--- src/rtl/stage_if.sv ---
// stage_if - instruction-fetch stage of the 5-stage RISC-V pipeline.
//
// Owns the fetch PC and issues word requests to instruction memory
// (request/grant, in-order responses). Returned words pass through a small
// FIFO and reach decode through a registered {pc, inst} output. Decode can
// stall, and execute can redirect the fetch stream.
//
// Ports:
//   clk, rst     rising-edge clock, synchronous active-high reset
//   stall        decode cannot accept; id_* outputs hold
//   br_taken     redirect from execute (overrides stall)
//   br_target    redirect PC, low two bits ignored
//   mem_req      fetch request valid
//   mem_addr     fetch address (word aligned)
//   mem_gnt      memory accepts the request this cycle
//   mem_rvalid   response word valid (responses arrive in request order)
//   mem_rdata    response instruction word
//   id_valid     id_pc/id_inst hold a real instruction
//   id_pc        PC of the presented instruction
//   id_inst      presented instruction, NOP when id_valid=0
module stage_if #(
  parameter logic [31:0] RESET_PC    = 32'h0000_0000,
  parameter int unsigned QUEUE_DEPTH = 2
) (
  input  logic        clk,
  input  logic        rst,
  input  logic        stall,
  input  logic        br_taken,
  input  logic [31:0] br_target,
  output logic        mem_req,
  output logic [31:0] mem_addr,
  input  logic        mem_gnt,
  input  logic        mem_rvalid,
  input  logic [31:0] mem_rdata,
  output logic        id_valid,
  output logic [31:0] id_pc,
  output logic [31:0] id_inst
);

  localparam int unsigned AW = $clog2(QUEUE_DEPTH);
  localparam int unsigned CW = AW + 1;
  localparam logic [CW:0] DEPTH_W = (CW+1)'(QUEUE_DEPTH);
  localparam logic [31:0] NOP = 32'h0000_0013;

  logic [31:0]   fetch_pc;
  logic [31:0]   resp_pc;
  logic [31:0]   q_pc   [QUEUE_DEPTH];
  logic [31:0]   q_inst [QUEUE_DEPTH];
  logic [AW-1:0] rd_ptr;
  logic [AW-1:0] wr_ptr;
  logic [CW-1:0] q_count;
  logic [CW-1:0] outstanding;
  logic [CW-1:0] drop_cnt;
  logic [CW-1:0] out_after_resp;
  logic [CW:0]   in_use;

  logic q_empty;
  logic fire;
  logic drop_now;
  logic accept;
  logic push;
  logic pop;

  // Issue credit counts both buffered words and words still in flight, so a
  // response pushed while decode is stalled always finds a free slot.
  assign in_use   = {1'b0, outstanding} + {1'b0, q_count};
  assign mem_req  = !rst && !br_taken && (in_use < DEPTH_W);
  assign mem_addr = fetch_pc;
  assign fire     = mem_req && mem_gnt;

  assign q_empty        = (q_count == '0);
  assign drop_now       = mem_rvalid && (drop_cnt != '0);
  assign accept         = !rst && !br_taken && mem_rvalid && (drop_cnt == '0);
  assign out_after_resp = outstanding - CW'(mem_rvalid);

  // A word goes into the FIFO unless it bypasses straight to the output
  // register (decode free and nothing older buffered).
  assign pop  = !rst && !br_taken && !stall && !q_empty;
  assign push = accept && (stall || !q_empty);

  always_ff @(posedge clk) begin
    if (push) begin
      q_pc[wr_ptr]   <= resp_pc;
      q_inst[wr_ptr] <= mem_rdata;
    end
  end

  always_ff @(posedge clk) begin
    if (rst) begin
      fetch_pc    <= RESET_PC;
      resp_pc     <= RESET_PC;
      rd_ptr      <= '0;
      wr_ptr      <= '0;
      q_count     <= '0;
      outstanding <= '0;
      drop_cnt    <= '0;
      id_valid    <= 1'b0;
      id_pc       <= '0;
      id_inst     <= NOP;
    end else if (br_taken) begin
      fetch_pc    <= {br_target[31:2], 2'b00};
      resp_pc     <= {br_target[31:2], 2'b00};
      rd_ptr      <= '0;
      wr_ptr      <= '0;
      q_count     <= '0;
      // Every word still in flight after this cycle belongs to the old path.
      outstanding <= out_after_resp;
      drop_cnt    <= out_after_resp;
      id_valid    <= 1'b0;
      id_inst     <= NOP;
    end else begin
      if (fire) begin
        fetch_pc <= fetch_pc + 32'd4;
      end
      outstanding <= outstanding + CW'(fire) - CW'(mem_rvalid);
      if (drop_now) begin
        drop_cnt <= drop_cnt - CW'(1);
      end
      if (accept) begin
        resp_pc <= resp_pc + 32'd4;
      end
      if (push) begin
        wr_ptr <= wr_ptr + AW'(1);
      end
      if (pop) begin
        rd_ptr <= rd_ptr + AW'(1);
      end
      q_count <= q_count + CW'(push) - CW'(pop);

      if (!stall) begin
        if (!q_empty) begin
          id_valid <= 1'b1;
          id_pc    <= q_pc[rd_ptr];
          id_inst  <= q_inst[rd_ptr];
        end else if (accept) begin
          id_valid <= 1'b1;
          id_pc    <= resp_pc;
          id_inst  <= mem_rdata;
        end else begin
          id_valid <= 1'b0;
          id_inst  <= NOP;
        end
      end
    end
  end

endmodule
--- config.mk ---
export PLATFORM = sky130hd
export DESIGN_NAME = stage_if
export DESIGN_NICKNAME = d
export VERILOG_FILES = /design/src/rtl/stage_if.sv
export SDC_FILE = /design/constraint.sdc
export NUM_CORES = 1
export LEC_CHECK = 0
export CELL_PAD_IN_SITES_DETAIL_PLACEMENT = 0
export CELL_PAD_IN_SITES_GLOBAL_PLACEMENT = 1
export CORE_MARGIN = 4
export CORE_UTILIZATION = 40
export CTS_CLUSTER_DIAMETER = 80
export DETAILED_ROUTE_END_ITERATION = 12
export DONT_BUFFER_PORTS = 1
export MAX_ROUTING_LAYER = met4
export PLACE_DENSITY = 0.68
export SLEW_MARGIN = 25
export SYNTH_ARGS = -nofsm -noshare
export SYNTH_HDL_FRONTEND = slang
export SYNTH_SLANG_ARGS = --single-unit
--- constraint.sdc ---
create_clock -name clk -period 4.8 [get_ports clk]
set_clock_uncertainty 0.05 [all_clocks]
set_input_delay 0.72 -clock clk [delete_from_list [all_inputs] [get_ports clk]]
set_output_delay 0.72 -clock clk [all_outputs]
set_load 0.02 [all_outputs]
==> flow_summary.json <==
{
  "holdCritPathClass": "input port to flop",
  "antenna_found_initial": 0,
  "worstPathRequired_ns": 5.18,
  "drc_errors": 0,
  "yosys_warnings": 0,
  "peakVddDrop_mv": 0.241,
  "ioPinCount": 168,
  "max_slew_margin_pct": 30.8,
  "p_total_mw": 4.93,
  "cpPeakStageDelay_ns": 0.66,
  "first_iter_violations": 519,
  "finalSetupTns_ns": 0,
  "hold_viol": 0,
  "htreeDepth": 1,
  "cp-end-kind": "flop",
  "worst_slew_pin_slew_ns": 1.04,
  "netlist_area_mm2": 0.0113,
  "drtPass1Iterations": 5,
  "ys_seq_area_share_pct": 56.5,
  "synthFlopType": "dfxtp_1",
  "gp_congestion": 0.800,
  "hpwl_um": 18800,
  "cts_num_sinks": 256,
  "die_x_um": 176,
  "first_global_vias": 7756,
  "vias": 8023,
  "synth_top_area_share_pct": 33.0,
  "grt_first_pass_wirelength_um": 45000,
  "rsz0062_at_grt": "false",
  "cp_slowest_cell": "or3b_2",
  "diodes": 0,
  "fin_crit_sh_pct": 69.0,
  "core-area_mm2": 0.0278,
  "root_buffer": "clkbuf_16",
  "syn_inst": 1038,
  "synth_top_area_cell": "edfxtp_1",
  "synthTopCellsByCount": "dfxtp_1 (132), edfxtp_1 (124), nand2_1 (106)",
  "die_area_mm2": 0.0309,
  "powerDensity_mw_per_mm2": 394,
  "clk_pin_slew_ns": 0.06,
  "ys_ff_latch": 256,
  "viasPerCell": 5.73,
  "initial_utilization_pct": 40.6,
  "setup_viol": 0,
  "final_layout_size_suffix_gt1_share_pct": 10.6,
  "drv_slew": 0,
  "crit_family": "simple AND/OR/NAND/NOR gates",
  "async_reset_ff_share_pct": 0,
  "critPathMaxFanout": 13,
  "ys_types": 63,
  "path_cells": "and2_1, fa_1, or3b_2, nor2_1, inv_1, ha_1, inv_1, ha_1, xnor2_1, o21ai_0, xnor2_1, nor2_1",
  "area_growth_pct": 11.1,
  "ctsHoldBuffers": 0,
  "path_class": "flop to flop",
  "overflow": 0,
  "post_cts_resized": 0,
  "cts_tree": "built",
  "wirelength_um": 28800,
  "grtUsageTotal_pct": 18.6,
  "yosysMostFrequentCell": "dfxtp_1",
  "finalNetCount": 1080,
  "crit_buf_inv": 2,
  "clk_latency_ns": 0.53,
  "rows": 61,
  "cp.arrival_ns": 3.70,
  "synth.avg_cell_area_um2": 10.9,
  "clk_path_buf_depth": 3,
  "synth-edff-count": 124,
  "port_buffers": 0,
  "fin_crit_ns": 3.31,
  "cellLeakagePower_nw": 3.93,
  "wl_per_cell_um": 20.6,
  "status": "finished, final reports clean",
  "die_h_um": 176,
  "ant_nets": 0,
  "netlist_top_cells_area": "edfxtp_1 (33%), dfxtp_1 (23%), nand2_1 (3.5%)",
  "postCtsSetupRepairBufs": 0,
  "critical_path.startpoint_type": "flop",
  "numCtsBuffers": 28,
  "maxCapViolCount": 0,
  "fmax_mhz": 302,
  "grt_max_degree": 80
}
## path summary, 6_finish.rpt
kind | start | to | slack (ns) | cells past startpoint
worst min register to register | rd_ptr$_SDFFE_PP0P_ | rd_ptr$_SDFFE_PP0P_ | 0.48 | 2
worst max-delay path | q_count[0]$_SDFF_PP0_ | outstanding[1]$_SDFF_PP0_ | 1.49 | 12
worst max register to register | q_count[0]$_SDFF_PP0_ | outstanding[1]$_SDFF_PP0_ | 1.49 | 12
worst min-delay path | rst | mem_addr[2]$_SDFFE_PP0P_ | 0.20 | 1
## where the power goes
part | internal, mW | switching (mW)
combinational | 0.101 | 0.131
sequential | 2.35 | 0.127
clock | 1.37 | 0.853
total | 3.82 | 1.11
## sequential cells by signal, summed over array words and instances (netlist names), named ones only
| register | count |
|---|---|
| drop_cnt | 2 |
| id_inst | 32 |
| id_pc | 30 |
| id_valid | 1 |
| mem_addr | 30 |
| outstanding | 2 |
| q_count | 2 |
| q_inst | 64 |
| q_pc | 60 |
| rd_ptr | 1 |
| resp_pc | 30 |
| wr_ptr | 1 |
## kinds of logic after synthesis
kind of cell / count (synthesis) / share of synthesized area [%]
AOI/OAI and AO/OA: 225 / 14.2
DFF: 256 / 56.5
and+or+nand+nor: 353 / 16.5
xor gates and xnor gates: 25 / 1.94
muxes: 63 / 5.95
buffers and inverters: 106 / 3.80
other: 1 / 0.0333
adders and majority gates: 9 / 1.07
## final cells by class
| class | count | area [um2] |
|---|---|---|
| sequential | 256 | 6370 |
| multi-input combinational | 679 | 4530 |
| timing repair buffer | 12 | 103 |
| fill | 2632 | 15300 |
| inverter | 24 | 90.1 |
| clock buffer | 40 | 797 |
| tap | 378 | 473 |
| clock inverter | 12 | 165 |
## cell usage in the layout (no fill, tap or decap), drive strengths merged, types with 5 or more instances in the layout
cell / instances
edfxtp: 124
or3: 11
nor4: 18
clkinv: 7
nor2: 36
nand3: 27
nand4: 35
or4: 15
nand2: 106
o31a: 23
o31ai: 5
a211oi: 7
a221oi: 29
xor2: 9
a21boi: 14
a31oi: 14
mux2i: 31
o211ai: 39
ha: 8
and4: 9
o21ai: 12
nor2b: 29
nor3: 40
dfxtp: 132
a21oi: 52
inv: 24
xnor2: 16
mux2: 32
and2: 6
and3: 6
buf: 12
clkbuf: 40
## stage by stage
stage          cell area, um2  hold slack (ns)  std cells  setup WS (ns)  util, %
6_report                12500            0.203       1401           1.49     45.1
2_1_floorplan           11300            0.374       1041        -0.0426        -
4_1_cts                 12500            0.180       1401           1.48     45.1
5_1_grt                 12500            0.190       1401           1.27     45.1
3_3_place_gp            11600            0.442       1349           1.52     41.6
3_5_place_dp            11600            0.459       1349           1.48     41.6
## layer usage
metal  routed length, um  track usage, %
met1               12900            24.6
met2               13200            29.0
met3                2290            4.80
met4                 436            3.96
met5                   0               -
No activity file was read; power rests on OpenSTA's default activity.
